[config.mk]
export PLATFORM = sky130hd
export DESIGN_NAME = fft_frame_collector
export DESIGN_NICKNAME = d
export VERILOG_FILES = /design/src/rtl/fft_frame_collector.sv
export SDC_FILE = /design/constraint.sdc
export NUM_CORES = 2
export LEC_CHECK = 0
export CAP_MARGIN = 20
export CELL_PAD_IN_SITES_DETAIL_PLACEMENT = 1
export CELL_PAD_IN_SITES_GLOBAL_PLACEMENT = 2
export CORE_ASPECT_RATIO = 1.5
export CORE_MARGIN = 2
export CORE_UTILIZATION = 30
export DETAILED_ROUTE_END_ITERATION = 16
export GPL_ROUTABILITY_DRIVEN = 1
export PLACE_DENSITY_LB_ADDON = 0.12
export SLEW_MARGIN = 20
export SYNTH_ARGS = -nofsm -noshare
export SYNTH_HDL_FRONTEND = slang
export SYNTH_SLANG_ARGS = --single-unit
[constraint.sdc]
create_clock -name clk -period 26.5 [get_ports clk]
set_input_delay 5.3 -clock clk [delete_from_list [all_inputs] [get_ports clk]]
set_output_delay 5.3 -clock clk [all_outputs]
set_load 0.02 [all_outputs]
[src/rtl/fft_frame_collector.sv]
// Serial-to-parallel input stage of the FFT datapath: gathers N samples per frame
// into a collection buffer and hands complete frames to a double-buffered output.
module fft_frame_collector #(
  parameter int N  = 16,
  parameter int CW = 16
) (
  input  logic                   clk,
  input  logic                   rst,
  input  logic                   clear,
  input  logic [31:0]            s_data,
  input  logic                   s_valid,
  output logic                   s_ready,
  output logic [31:0]            frame [0:N-1],
  output logic                   frame_valid,
  input  logic                   frame_ready,
  output logic [$clog2(N+1)-1:0] fill_level,
  output logic [CW-1:0]          frame_cnt
);
  localparam int FW = $clog2(N+1);

  localparam logic [0:0] FILL = 1'b0;
  localparam logic [0:0] WAIT = 1'b1;

  logic [0:0]    state_q, state_d;
  logic [FW-1:0] fill_q, fill_d;
  logic          valid_q, valid_d;
  logic [CW-1:0] cnt_q, cnt_d;
  logic [31:0]   coll_q  [0:N-1];
  logic [31:0]   frame_q [0:N-1];
  logic [31:0]   frame_d [0:N-1];

  logic accept, pop, slot_free, last, xfer_fill, xfer_wait, xfer;

  // Ready depends only on state so upstream never sees a combinational loop.
  assign s_ready   = (state_q == FILL);
  assign accept    = s_valid && s_ready && !clear;
  assign pop       = valid_q && frame_ready;
  assign slot_free = !valid_q || frame_ready;
  assign last      = accept && (fill_q == FW'(N - 1));
  assign xfer_fill = last && slot_free;
  assign xfer_wait = (state_q == WAIT) && pop && !clear;
  assign xfer      = xfer_fill || xfer_wait;

  always_comb begin
    state_d = state_q;
    fill_d  = fill_q;
    valid_d = valid_q;
    cnt_d   = cnt_q;
    frame_d = frame_q;

    // The Nth sample bypasses the collection buffer straight into the output.
    if (xfer_fill) begin
      for (int i = 0; i < N - 1; i++) frame_d[i] = coll_q[i];
      frame_d[N-1] = s_data;
    end else if (xfer_wait) begin
      frame_d = coll_q;
    end

    if (xfer) begin
      valid_d = 1'b1;
      cnt_d   = cnt_q + CW'(1);
    end else if (pop) begin
      valid_d = 1'b0;
    end

    if (clear || xfer) begin
      fill_d  = '0;
      state_d = FILL;
    end else if (accept) begin
      fill_d = fill_q + FW'(1);
      if (last) state_d = WAIT;
    end
  end

  always_ff @(posedge clk or posedge rst) begin
    if (rst) begin
      state_q <= FILL;
      fill_q  <= '0;
      valid_q <= 1'b0;
      cnt_q   <= '0;
      for (int i = 0; i < N; i++) frame_q[i] <= '0;
    end else begin
      state_q <= state_d;
      fill_q  <= fill_d;
      valid_q <= valid_d;
      cnt_q   <= cnt_d;
      frame_q <= frame_d;
    end
  end

  // Buffer contents need no reset: fill_q alone decides which entries are live.
  always_ff @(posedge clk) begin
    for (int i = 0; i < N; i++) begin
      if (accept && (fill_q == FW'(i))) coll_q[i] <= s_data;
    end
  end

  assign frame       = frame_q;
  assign frame_valid = valid_q;
  assign fill_level  = fill_q;
  assign frame_cnt   = cnt_q;

endmodule

======== Word level (Yosys, flattened, before mapping) ========
Cells that the tools add are included.
cells by class
  $add $sub $neg .......................... 2
  $mul .................................... 0
  div/mod/pow operators ................... 0
  magnitude comparators ................... 0
  equal/unequal tests ..................... 15
  shift operators ......................... 0
  muxes and demuxes ....................... 9
  bitwise operators ....................... 1
  reduce and logical (&&, ||, !) cells .... 33
operator list
  operator               number
  $mux 512               2
  $eq 5x4->1 const B     8
  $logic_and 1x1->1      22
  $eq 5x3->1 const B     4
  $add 16x1->16 const B  1
  $eq 5x2->1 const B     2
  $mux 5                 2
  $reduce_bool 2->1      4
  $add 5x1->5 const B    1
  $eq 5x1->1 const B     1
  $logic_not 5->1        1
  $mux 1                 5
  $logic_or 1x1->1       3
  $logic_not 1->1        2
  $reduce_and 2->1       1
  $not 1->1              1
word-level totals
  register bits after elaboration ......... 1,047
  bits in latches ......................... 0
  RAM bits ................................ 0
  bits in read-only memories .............. 0
  output and inout port bits .............. 535
  memories ................................ 0

======== Logic depth before layout (Yosys ltp) ========
  word-level depth ........................ 9
  gate-level depth with buffers ........... 10
  gate-level depth less buffers ........... 7

======== Worst setup path after synthesis ========
OpenSTA, ideal clock, no wires.
  path kind ............................... in2reg
  start ................................... in clear
  end ..................................... reg coll_q[416] in the netlist's numbering, enable pin
  setup time .............................. 0.461 ns
  data arrival time ....................... 8.174 ns
  required time ........................... 26.039 ns
  setup slack ............................. 17.865 ns
  stages on the path ...................... 4
  buffers on the path ..................... 1
  cells stage by stage .................... clkbuf_1 > nor3_1 > nand2_1 > nor3_1
on the way
  word-level cells in the longest chain between the ends .. 3
RTL lines
  element                         line  RTL
  start: declaration              9     input logic clear,
  $logic_not 1->1                 36    assign accept = s_valid && s_ready && !clear;
  $logic_and 1x1->1               36
  $logic_and 1x1->1               94    if (accept && (fill_q == FW'(i))) coll_q[i] <= s_data;
  end signal: indexed assignment  94
  end: declaration                28    logic [31:0] coll_q [0:N-1];
Every way passes these cells.
A chain may end at the register's enable or synchronous reset.

======== Worst setup path after layout ========
  start ................................... in clear
  end ..................................... reg frame_q (netlist bit frame[10])
on the way
  word-level cells in the longest chain between the ends .. 5
  elaborated cells between the ends (all ways) .. 7
  those cells by class .................... mux: 1; reduce/logical: 6
RTL lines
  element                                               line    RTL
  $logic_not 1->1 (*)                                   36, 41
  $logic_and 1x1->1                                     36
  $logic_and 1x1->1                                     39      assign last = accept && (fill_q == FW'(N - 1));
  $logic_and 1x1->1                                     40      assign xfer_fill = last && slot_free;
  $mux 512 / $reduce_bool 2->1 (equally long branches)  n/a
  end signal: assignment                                87      frame_q <= frame_d;
  end: declaration                                      29      logic [31:0] frame_q [0:N-1];
Every way passes the cells marked *; elsewhere a longest branch is shown, timed or not.

==> flow_metrics.py <==
metrics = {
    "sta": {
        "finalCriticalPeriod_ns": 8.55,
        "hold_viol_final": 0,
        "finalCritPeriodShare_pct": 32.2,
        "totalNegativeSetupSlack_ns": 0,
        "max_slew_margin_pct": 26.8,
        "skew_ns": 0.0283,
        "tightest_slew_ns": 1.10,
        "rsz0062_at_grt": "no",
        "fmax_mhz": 117,
        "slew_violations": 0,
        "setup_viol": 0,
    },
    "min_path": {
        "holdCritPathClass": "reg2reg",
        "min-delay-start": "coll_q[328]",
    },
    "layout": {
        "final_common_cell": "nand2_1",
        "syn_to_final_growth_pct": 31.2,
        "nets": 3438,
        "final_layout_size_suffix_gt1_share_pct": 6.78,
        "final_cell_mix": "nand2_1 (1458), clkdlybuf4s50_1 (564), dfrtp_1 (535), edfxtp_1 (512), clkbuf_16 (105)",
    },
    "placement": {
        "dp_hpwl_mm": 74.2,
        "io_buffer_count": 571,
        "gp_congestion": 0.762,
    },
    "outcome": {
        "status": "finished clean",
    },
    "flow_run": {
        "cap_violations": 0,
    },
    "global_routing": {
        "gr-total-overflow": 0,
        "first_global_vias": 24600,
        "grt_max_degree": 205,
        "antenna_found_initial": 9,
        "grt_pass1_wl_mm": 173,
        "grtUsageTotal_pct": 19.4,
    },
    "yosys": {
        "yosysUniqueCellTypes": 29,
        "syn_area_um2": 35800,
        "postSynthCellCount": 2784,
        "synth.avg_cell_area_um2": 12.9,
        "yosys_warnings": 0,
        "synth.ff_latch_count": 1047,
        "yosysSeqAreaShare_pct": 80.3,
        "syn-num-nets": 2827,
    },
    "clock_network": {
        "clk_pin_slew_ns": 0.06,
        "numClockSinks": 1047,
        "htreeDepth": 3,
        "cts_root_buf": "clkbuf_16",
        "clockBufferDepth": 3,
        "cts_tree": "done",
        "cts_buffers": 101,
        "clock_latency_ns": 0.68,
        "cts_hold_buf": 0,
        "cts_resized": 0,
        "post-cts-setup-buffer-count": 0,
    },
    "route": {
        "vias_per_cell": 4.52,
        "first_pass_iters": 8,
        "drtIter0Drc": 1441,
        "drc": 0,
        "routed_wl_mm": 119,
        "via_count": 22800,
        "final_antenna_net_count": 0,
        "wl_per_cell_um": 23.6,
    },
    "power": {
        "power.leakage_nw": 20.7,
        "ir_worst_vdd_mv": 0.0492,
        "power.density_nw_per_um2": 69.7,
        "power_w": 0.00328,
    },
    "setup_path": {
        "crit_type": "in2reg",
        "end_kind": "register",
        "cp-startpoint": "clear",
        "arrival_ns": 9.16,
        "reg2reg_from": "fill_level[0]",
        "r2r_slack_ns": 22.09,
        "path_max_fanout": 81,
        "cp-start-kind": "input pin",
        "cp.required_ns": 27.12,
    },
    "floorplanning": {
        "start_util_pct": 30.2,
        "fp.dieW_um": 286,
        "die_y_um": 427,
        "core-area_um2": 119000,
        "rows": 155,
        "ios": 572,
        "die_area_um2": 122000,
    },
}
[report_power, final]
| part | switching (W) | total (W) | internal (W) |
|---|---|---|---|
| clock | 0.000631 | 0.00150 | 0.000873 |
| sequential | 0.00000167 | 0.00171 | 0.00171 |
| combinational | 0.0000518 | 0.0000615 | 0.00000973 |
| total | 0.000685 | 0.00328 | 0.00260 |
[through the flow]
stage	std cells	hold slack (ns)	setup WS, ns	instance area (µm²)	util (%)
5_1_grt	5052	0.427	17.72	47000	39.6
4_1_cts	5050	0.414	17.97	47000	39.6
3_5_place_dp	4861	0.424	17.21	43600	36.7
3_3_place_gp	4860	0.417	17.24	43500	36.7
6_report	5055	0.414	17.95	47000	39.6
2_1_floorplan	2784	0.415	6.25	35800	-
[path summary, 6_finish.rpt]
check                              to  cells past startpoint
max                         frame[10]                      6
min                        frame[328]                      2
max reg2reg                 frame[10]                      9
min reg2reg                frame[328]                      2
max in group asynchronous   frame[92]                      4
min in group asynchronous  frame[367]                      2
[per-layer routing]
layer | track usage (%) | routed length, µm | vias to the layer above | share of wire [%]
met4 | 5.92 | 2990 | 0 | 2.5
met3 | 5.07 | 8290 | 146 | 7.0
met2 | 32.9 | 58400 | 622 | 49
li1 | - | - | 10300 | -
met5 | 0 | 0 | - | 0
met1 | 24.4 | 49400 | 11800 | 41
[logic make-up after synthesis]
group	count (synthesis)	share of synthesized area [%]
flops	1047	80.3
simple gates	1516	16.2
buf+inv	161	1.96
fa+ha+maj	6	0.209
compound gates	36	0.988
xor+xnor	18	0.440
[state kept, by name, indices dropped and copies added (netlist names)]
name and cells:
coll_q 512, frame 512, frame_cnt 16, fill_level 5, frame_valid 1, state_q 1
[cell usage after synthesis]
library cell  instances  share of area, %
buf_6                 4              0.13
xor2_1               11              0.27
a222oi_1             32              0.89
nor3_1               16              0.22
buf_2                54              0.75
dfrtp_1             535                37
a21oi_2               1             0.024
a2111o_1              1             0.031
nor2b_1               3             0.052
nor3b_1               1             0.021
or4_4                 1             0.031
nand2_1            1458                15
nor4_1                4             0.070
a2111oi_0             1             0.024
inv_1                39              0.41
buf_1                 2             0.021
nor2_1               15              0.16
and3_1                2             0.035
xnor2_1               7              0.17
a21oi_1               1             0.014
clkbuf_1             62              0.65
edfxtp_1            512                43
nor4b_1               1             0.024
nand4_1               4             0.070
ha_1                  6              0.21
nand3_1               4             0.056
nand3b_1              1             0.021
nor4_2                1             0.035
nand2b_1              5             0.087
[worst max-delay path, cell delays in order]
cell	delay (ns)
clkdlybuf4s50_1	0.87
or4_4	0.75
buf_4	0.85
buf_4	0.84
a222oi_1	0.26
inv_1	0.09
[layout make-up]
cell class                 count  area [µm²]
fill                       12400       71700
sequential                  1047       28800
multi-input combinational   1576        6500
timing repair buffer         630        6200
clock buffer                 158        3030
tap                         1570        1960
clock inverter                31         405
inverter                      39         154
antenna                        4        10.0
Power figures use the tool's default switching activity.
